[src/rtl/dpe_vec_loader.sv]
// dpe_vec_loader: packs a one-element-per-cycle input stream into fixed-length
// vectors held in a ping-pong pair of buffers and presents each finished vector
// (zero-padded when closed early) to the CSA reduction tree.
module dpe_vec_loader #(
  parameter int INPUT_VEC_LEN = 8,
  parameter int WIDTH         = 16,
  localparam int CW           = $clog2(INPUT_VEC_LEN + 1)
) (
  input  logic                           clk,
  input  logic                           rst_n,
  input  logic [WIDTH-1:0]               in_data,
  input  logic                           in_valid,
  input  logic                           in_last,
  output logic                           in_ready,
  output logic [INPUT_VEC_LEN*WIDTH-1:0] out_vec,
  output logic [CW-1:0]                  out_cnt,
  output logic                           out_valid,
  input  logic                           out_ready
);

  // Fill index only needs to address the slots of one buffer.
  localparam int IW = $clog2(INPUT_VEC_LEN);
  localparam logic [IW-1:0] LAST_IDX = IW'(INPUT_VEC_LEN - 1);
  localparam logic [IW-1:0] IDX_ONE  = IW'(1);
  localparam logic [CW-1:0] CNT_ONE  = CW'(1);

  // Buffer storage: [buffer][slot][bits]
  logic [1:0][INPUT_VEC_LEN-1:0][WIDTH-1:0] vbuf_q, vbuf_d;
  logic [1:0][CW-1:0]                       cnt_q, cnt_d;
  logic [1:0]                               full_q, full_d;
  logic                                     wr_sel_q, wr_sel_d;
  logic                                     rd_sel_q, rd_sel_d;
  logic [IW-1:0]                            idx_q, idx_d;

  // Registered copies of everything the outside world sees
  logic [INPUT_VEC_LEN*WIDTH-1:0]           out_vec_q;
  logic [CW-1:0]                            out_cnt_q;
  logic                                     out_valid_q;
  logic                                     in_ready_q;

  logic                                     accept_s;
  logic                                     close_s;
  logic                                     release_s;

  // in_ready_q always mirrors !full_q[wr_sel_q], so it never depends on in_valid.
  assign accept_s  = in_valid && in_ready_q;
  assign close_s   = accept_s && (in_last || (idx_q == LAST_IDX));
  assign release_s = out_valid_q && out_ready;

  // Next-state: release clears the presented buffer, accept writes the filling one.
  // Both may act on the same edge; they always target different buffers because a
  // release needs full[rd_sel] while an accept needs !full[wr_sel].
  always_comb begin
    vbuf_d   = vbuf_q;
    cnt_d    = cnt_q;
    full_d   = full_q;
    wr_sel_d = wr_sel_q;
    rd_sel_d = rd_sel_q;
    idx_d    = idx_q;

    if (release_s) begin
      // Zeroing here is what provides the padding of the next early-closed vector.
      vbuf_d[rd_sel_q] = '0;
      cnt_d[rd_sel_q]  = '0;
      full_d[rd_sel_q] = 1'b0;
      rd_sel_d         = ~rd_sel_q;
    end else begin
      rd_sel_d = rd_sel_q;
    end

    if (accept_s) begin
      vbuf_d[wr_sel_q][idx_q] = in_data;
      if (close_s) begin
        cnt_d[wr_sel_q]  = CW'(idx_q) + CNT_ONE;
        full_d[wr_sel_q] = 1'b1;
        wr_sel_d         = ~wr_sel_q;
        idx_d            = '0;
      end else begin
        idx_d = idx_q + IDX_ONE;
      end
    end else begin
      idx_d = idx_q;
    end
  end

  // Buffer, count, flag and pointer state.
  always_ff @(posedge clk or negedge rst_n) begin
    if (!rst_n) begin
      vbuf_q   <= '0;
      cnt_q    <= '0;
      full_q   <= 2'b00;
      wr_sel_q <= 1'b0;
      rd_sel_q <= 1'b0;
      idx_q    <= '0;
    end else begin
      vbuf_q   <= vbuf_d;
      cnt_q    <= cnt_d;
      full_q   <= full_d;
      wr_sel_q <= wr_sel_d;
      rd_sel_q <= rd_sel_d;
      idx_q    <= idx_d;
    end
  end

  // Output registers loaded from next-state so they track the buffers with no lag.
  always_ff @(posedge clk or negedge rst_n) begin
    if (!rst_n) begin
      out_vec_q   <= '0;
      out_cnt_q   <= '0;
      out_valid_q <= 1'b0;
      in_ready_q  <= 1'b1;
    end else begin
      out_vec_q   <= vbuf_d[rd_sel_d];
      out_cnt_q   <= cnt_d[rd_sel_d];
      out_valid_q <= full_d[rd_sel_d];
      in_ready_q  <= ~full_d[wr_sel_d];
    end
  end

  assign out_vec   = out_vec_q;
  assign out_cnt   = out_cnt_q;
  assign out_valid = out_valid_q;
  assign in_ready  = in_ready_q;

endmodule

[config.mk]
export PLATFORM = sky130hd
export DESIGN_NAME = dpe_vec_loader
export DESIGN_NICKNAME = d
export VERILOG_FILES = /design/src/rtl/dpe_vec_loader.sv
export SDC_FILE = /design/constraint.sdc
export NUM_CORES = 1
export LEC_CHECK = 0
export ABC_AREA = 1
export CORE_ASPECT_RATIO = 1.2
export CORE_UTILIZATION = 58
export CTS_CLUSTER_SIZE = 30
export DETAILED_ROUTE_END_ITERATION = 7
export PLACE_DENSITY_LB_ADDON = 0.25
export SLEW_MARGIN = 20
export SYNTH_ARGS = -nofsm -noshare
export SYNTH_HDL_FRONTEND = slang
export SYNTH_SLANG_ARGS = --single-unit
export TNS_END_PERCENT = 1
[constraint.sdc]
create_clock -name clk -period 2.1 [get_ports clk]
set_input_delay 0.315 -clock clk [delete_from_list [all_inputs] [get_ports clk]]
set_output_delay 0.315 -clock clk [all_outputs]
set_load 0.01 [all_outputs]
# ---- After elaboration in Yosys (flattened, before gate mapping)
# Cells that the tools add are included.
dict set report totals {
  ff_bits 405
  in_bits 21
  out_inout_bits 134
  elab_cells 90
}
dict set report classes {
  addsub 2
  n_lt_le_gt_ge 8
  n_eq_ne 1
  n_mux 36
  bitwise_logic 10
  reduce_logical 7
}
# cell count
set op_table {}
lappend op_table {{128-bit two-way mux} 4}
lappend op_table {{256-bit two-way mux} 2}
lappend op_table {{256-bit AND} 1}
lappend op_table {{256-bit bitwise mux} 1}
lappend op_table {{128-bit demux with 1-bit select} 2}
lappend op_table {{256-bit NOT} 1}
lappend op_table {{16-bit demux with 3-bit select} 1}
lappend op_table {{8-bit two-way mux} 3}
lappend op_table {{16-bit two-way mux} 1}
lappend op_table {{4-bit two-way mux} 4}
lappend op_table {{1-bit two-way mux} 9}
lappend op_table {{8-bit AND} 1}
lappend op_table {{8-bit bitwise mux} 1}
lappend op_table {{4-bit demux with 1-bit select} 2}
lappend op_table {{1-bit by 2-bit less-than comparator with 1-bit output, second input constant} 4}
lappend op_table {{8-bit NOT} 1}
lappend op_table {{1-bit logical AND} 6}
lappend op_table {{2-bit two-way mux} 3}
lappend op_table {{3-bit by 1-bit adder with 4-bit output, second input constant} 1}
lappend op_table {{3-bit by 4-bit less-than comparator with 1-bit output, second input constant} 1}
lappend op_table {{3-bit by 1-bit adder with 3-bit output, second input constant} 1}
lappend op_table {{3-bit equality test, second input constant} 1}
lappend op_table {{3-bit by 1-bit >= comparator with 1-bit output, second input constant} 1}
lappend op_table {{3-bit two-way mux} 1}
lappend op_table {{7 further kinds} 11}

# ---- Logic depth before layout (Yosys ltp)
# Gate-level depths: netlist of the first run.
dict set report logic_depth {
  depth_word 13
  mapped_depth 9
  mapped_depth_nobuf 9
}

# ---- Least setup slack after synthesis of the first run
# No wires, ideal clock.
dict set report synth_path {
  path_kind {register to register}
  from {reg in_ready_q (netlist: in_ready)}
  to {reg vbuf_q[146] in the netlist's numbering}
  setup_time_ns 0.119
  arrival_ns 1.521
  required_ns 1.981
  slack_ns 0.460
  path_stages_with_launch 7
  path_buffers 2
  synth_period_minus_slack_ns 1.640
  cell_sequence {dfstp_2 -> nand2_1 -> nor2_4 -> buf_4 -> buf_2 -> nand3_1 -> and2_1}
}
# element line_no
set synth_rtl {}
lappend synth_rtl {{start: declaration} 39} ;# logic in_ready_q;
lappend synth_rtl {{start signal: assignment} 116} ;# in_ready_q <= ~full_d[wr_sel_d];
lappend synth_rtl {{end signal: assignment} 96} ;# vbuf_q <= vbuf_d;
lappend synth_rtl {{end: declaration} 28} ;# logic [1:0][INPUT_VEC_LEN-1:0][WIDTH-1:0] vbuf_q, vbuf_d;

# ---- Worst setup path in the final report of the first run
dict set report layout_path {
  from {reg in_ready_q (netlist: in_ready)}
  to {out in_ready}
}
# element line_no
set layout_rtl {}
lappend layout_rtl {{end: declaration} 14} ;# output logic in_ready,
# No word-level cell between the ends.

==> run summary, run 1 <==
PD cells -> 1380 mW/mm²
largest net degree at the start of global routing -> 78
cell area after synthesis -> 0.0179 mm²
Slew HR -> 0.572
Max VDD drop -> 0.000866 V
worst setup margin -> 0.131 ns
GPL Wtd Cong -> 0.860
flops & latches, synth -> 405
endpoints failing setup -> 0
Layout Nets -> 2,264
Avg Inst Size Synth -> 8.59 µm²
initial antenna violation count -> 0
final hold vios -> 0
worst min path class -> primary input to async pin
WS Path Type -> flop to primary output
Slew @ Worst Pin -> 0.640 ns
Cells after Synth -> 2,090
initial core utilization -> 0.589
MaxCap Viol Count -> 0
Worst setup SP type -> flop
Inserted Diodes -> 0
crit end category -> primary output
Max Slew Vio Count -> 0
Layout area overhead -> 21.2%
crit path max fanout -> 3
slowest stage delay, CP -> 0.57 ns
clk slew on worst S/H paths -> 0.06 ns
post-synth net total -> 2,113
clock insertion delay at the later pin of the skew report -> 0.55 ns
total number of vias -> 15,256
total wire length -> 49,500 µm
DR DRC count -> 0
flop-to-flop setup slack -> 0.26 ns
Worst EP arrival -> 1.65 ns
Ys Warns -> 0
Max Clk Rate -> 0.508 GHz
CTS tree -> built
num ports -> 155
clock buffer depth -> 3
row count -> 70
RR Endpoint -> out_cnt[1]
vias in the first global route -> 15,208
worst flop-to-flop path startpoint -> idx_q[0]
Final TNS setup -> 0 ns
die area -> 0.0316 mm²
global-route wire length before repair -> 79,900 µm
DP Worst Slack -> 0.00150 ns
DR pass1 iterations -> 5
drt wl/cell -> 18.6 µm
hold_ws -> 0.216 ns
run status -> completed
Cells after DPL -> 2,594
RSZ-0062 raised after global routing -> false
min Tclk post-route -> 1.97 ns
DP HPWL -> 29,200 µm
sequential-to-total area share from yosys stat -> 0.565
count of input and output buffers -> 154
Max H-tree Level -> 2
post-route ant nets -> 0
1st-iter DRT viols -> 1,268
Req. time, crit path -> 1.78 ns
CP Cell Sequence -> clkdlybuf4s50_1
Netlist cell types -> 19
Die H -> 195 µm
post_cts resized -> 0
CP max-delay cell -> dfstp_2
vias per cell -> 5.72
GR Overflow Total -> 0
worst r2r path cells -> 8
CTS Buf Count -> 40
final cell count without fillers -> 2,667
clock tree root driver cell -> clkbuf_16
TritonCTS Sinks -> 405
leak pwr -> 11.4 nW
Worst Skew -> 0.0148 ns
CP bufs+invs -> 1
Total GRT Usage -> 0.324
share of post-route cells with drive strength above 1 -> 0.0793
Chip Width -> 163 µm
crit share post-route -> 0.938
crit-path leading delay family -> flip-flops
Core Area -> 0.0305 mm²
-- metal layers --
metal / global-route usage / vias to the layer above / wire length [µm]
li1: - / 7014 / -
met1: 0.446 / 7429 / 20300
met2: 0.509 / 684 / 23200
met3: 0.0501 / 129 / 3830
met4: 0.147 / 0 / 2190
met5: 0 / - / 0
-- sequential cells by signal, indices dropped and copies added, names as in the netlist --
register   flops
idx_q          3
out_cnt        4
rd_sel_q       1
full_q         2
out_valid      1
vbuf_q       256
in_ready       1
wr_sel_q       1
cnt_q          8
out_vec      128
-- layout make-up --
cell class                      count  area (µm²)
Sequential cell                   405       10100
Fill cell                        2277        8730
Tap cell                          396         495
Timing Repair Buffer              244        2570
Clock inverter                     15         136
Clock buffer                       57        1170
Inverter                           33         126
Multi-Input combinational cell   1517        7110
-- Yosys cell counts --
| master | count | area, µm² |
|---|---|---|
| nand2_2 | 6 | 37.5 |
| nand3_2 | 1 | 10.0 |
| nor2_2 | 4 | 25.0 |
| o22ai_1 | 2 | 12.5 |
| nand3_1 | 464 | 2320 |
| buf_2 | 55 | 275 |
| clkbuf_1 | 68 | 255 |
| buf_4 | 7 | 52.6 |
| nor2_1 | 6 | 22.5 |
| nor2_4 | 7 | 78.8 |
| inv_2 | 4 | 15.0 |
| dfstp_2 | 1 | 26.3 |
| ha_1 | 2 | 25.0 |
| and2_1 | 262 | 1640 |
| o21ai_0 | 36 | 180 |
| nand2_1 | 727 | 2730 |
| inv_1 | 29 | 109 |
| buf_1 | 5 | 18.8 |
| dfrtp_1 | 404 | 10100 |
-- cell families after synthesis --
logic type	share of synthesized area
compound gates	0.0107
fa+ha+maj	0.00139
buf+inv	0.0404
flops	0.565
simple gates	0.383
-- repair_timing --
action	in CTS	in global routing
buffers inserted	0	0
hold buffers	1	0
hold endpoints to repair	245	0
-- power breakdown --
| group | switching (mW) | internal [mW] | total (mW) |
|---|---|---|---|
| Combinational | 6.66 | 4.70 | 11.4 |
| Sequential | 0.984 | 10.5 | 11.4 |
| Clock | 3.02 | 4.12 | 7.14 |
-- stage by stage --
step	power, mW	instance area (µm²)	util
6_report	29.9	21700	0.714
3_5_place_dp	22.7	20400	0.671
4_1_cts	29.9	21700	0.714
3_3_place_gp	22.4	20400	0.671
2_1_floorplan	18.0	17900	-
5_1_grt	31.7	21700	0.714
-- worst reg2reg max path: stages, from the launching register on --
cell     delay, ns
dfrtp_1       0.54
ha_1          0.21
ha_1          0.14
nor2_1        0.05
buf_4         0.14
nor2_1        0.30
nand2_1       0.12
nand3_1       0.10
nand2_1       0.10
-- how the worst max path moves through the flow --
stage	from	end	slack, ns	cells after the start
finish	in_ready	in_ready	0.13	1
global route	in_ready	in_ready	0.09	1
CTS	in_ready	in_ready	0.12	1
detailed placement	in_valid	out_vec[92]	0.001	8
global placement	in_valid	out_vec[59]	0.06	8
floorplan	in_ready	vbuf_q[146]	0.46	6
-- layout by cell type, fill, tap and decap left out, drive strengths merged --
cell and n:
nand2 733, bufinv 2, dfrtp 404, clkinvlp 3, clkbuf 57, clkinv 10, dlygate4sd3 1, nand3 465
o22ai 2, inv 33, and2 262, buf 90, dfstp 1, clkdlybuf4s50 153, ha 2, nor2 17
o21ai 36
Power figures use the tool's default switching activity.
==> run 2: changes to the inputs <==
- CORE_UTILIZATION: 58 -> 50
==> run 2 against run 1 <==
Final cell count up 2.4%. Sequential share of layout area down 0.18 points. Clock power up 1%. Sequential power about the same. Cell area up 0.38%. Combinational power about the same. Setup slack worse by 0.0031 ns. Die area up 16%.
==> run summary, run 2 (synthesis results as in run 1) <==
run status -> completed
Clock power frac -> 0.242
GR Overflow Total -> 0
Layout Nets -> 2,267
slowest stage delay, CP -> 0.58 ns
crit-path leading delay family -> buffers and inverters
GPL Wtd Cong -> 0.801
DP HPWL -> 29,300 µm
clock tree root driver cell -> clkbuf_16
worst r2r path cells -> 7
Total GRT Usage -> 0.279
CTS tree -> built
total wire length -> 49,500 µm
crit path max fanout -> 3
initial core utilization -> 0.510
initial antenna violation count -> 0
DR pass1 iterations -> 5
CTS Buf Count -> 40
CP max-delay cell -> clkdlybuf4s50_1
Worst EP arrival -> 1.66 ns
area of the multi-input gates -> 0.00711 mm²
Max Slew Vio Count -> 0
Core Area -> 0.0352 mm²
crit end category -> primary output
largest net degree at the start of global routing -> 74
WP depth -> 1
min Tclk post-route -> 1.97 ns
CP bufs+invs -> 1
RSZ-0062 raised after global routing -> false
crit share post-route -> 0.939
Int Pwr -> 19.3 mW
Worst setup SP type -> flop
vias per cell -> 5.46
Final Util -> 0.620
Seq pwr share -> 0.383
PD cells -> 1360 mW/mm²
vias in the first global route -> 15,091
Slew @ Worst Pin -> 0.600 ns
CP Launch Point -> in_ready
1st-iter DRT viols -> 1,420
Inserted Diodes -> 0
commonest non-fill, non-tap cell in the layout -> nand2_1
Post-CTS Setup Repair Bufs -> 0
combinational group share of total power -> 0.375
final instance area -> 0.0218 mm²
die area -> 0.0367 mm²
final cell count without fillers -> 2,732
endpoints failing setup -> 0
storage element area -> 0.0101 mm²
placed cell areas -> 0.0205 mm²
clk slew on worst S/H paths -> 0.06 ns
worst min path class -> primary input to async pin
row count -> 75
global-route wire length before repair -> 80,300 µm
Cells after DPL -> 2,663
num ports -> 155
Sw Ratio -> 0.352
post_cts resized -> 0
P_sw -> 10.5 mW
Biggest register -> vbuf_q
leak pwr -> 11.4 nW
Max Clk Rate -> 0.507 GHz
Layout area overhead -> 21.7%
drt wl/cell -> 18.1 µm
Slew HR -> 0.599
Chip Width -> 175 µm
TritonCTS Sinks -> 405
count of input and output buffers -> 154
Worst Skew -> 0.0137 ns
Overall Power -> 29.8 mW
max reg flops -> 256
Max VDD drop -> 0.000780 V
share of post-route cells with drive strength above 1 -> 0.0789
CP Cell Sequence -> clkdlybuf4s50_1
Req. time, crit path -> 1.78 ns
most frequent cells in the layout -> nand2_1, nand3_1, dfrtp_1
Max H-tree Level -> 2
worst setup margin -> 0.128 ns
worst flop-to-flop path startpoint -> in_ready
final hold vios -> 0
DR DRC count -> 0
total number of vias -> 14,913
clock insertion delay at the later pin of the skew report -> 0.54 ns
DP Worst Slack -> -0.00851 ns
MaxCap Viol Count -> 0
WS Path Type -> flop to primary output
clock buffer depth -> 3
Die H -> 210 µm
Fill cells -> 2,998
post-route ant nets -> 0
## run 2: stage by stage
| stage | hold WS, ns | TNS, ns |
|---|---|---|
| final | 0.305 | 0 |
| after global routing | 0.331 | 0 |
| after CTS | 0.305 | 0 |
| after detailed placement | 0.269 | -0.0238 |
| after global placement | 0.269 | 0 |
| after floorplan | 0.0194 | 0 |
## run 2: layout make-up
type                       instances  share of cell area
inverter                          33             0.00579
clock inverter                    10             0.00573
tap                              462              0.0265
clock buffer                      58              0.0540
sequential                       405               0.464
timing repair buffer             247               0.118
multi-input combinational       1517               0.326
## run 2: per-layer routing
metal / global-route usage / wire length (µm) / part of all wire
met1: 0.384 / 21300 / 0.43
met2: 0.449 / 23100 / 0.47
met3: 0.0415 / 3480 / 0.070
met4: 0.106 / 1670 / 0.034
met5: 0 / 0 / 0
## run 2: timing repair
action,4_1_cts,5_1_grt
hold endpoints to repair,36,0
hold buffers,1,0
setup endpoints to repair,0,0
## run 2: final timing paths
| check | to | slack (ns) |
|---|---|---|
| setup / recovery | in_ready | 0.13 |
| setup reg to reg | out_vec[84] | 0.27 |
| hold / removal | out_vec[89] | 0.31 |
| max in group asynchronous | out_vec[92] | 1.00 |
| min in group clk | full_q[0] | 0.50 |
| hold reg to reg | full_q[0] | 0.50 |
## run 2: power groups by stage
stage / Sequential (mW) / Clock [mW] / Combinational (mW)
2_1_floorplan: 11.6 / 0 / 6.33
3_3_place_gp: 11.5 / 0 / 10.8
3_5_place_dp: 11.5 / 0 / 11.0
4_1_cts: 11.4 / 7.31 / 11.2
5_1_grt: 11.6 / 7.61 / 12.3
6_report: 11.4 / 7.21 / 11.2
==> run 3: changes to the inputs <==
- CAP_MARGIN: unset -> 20
==> results of run 3 <==
No change in the layout: final DEF, timing and power equal those of run 2.
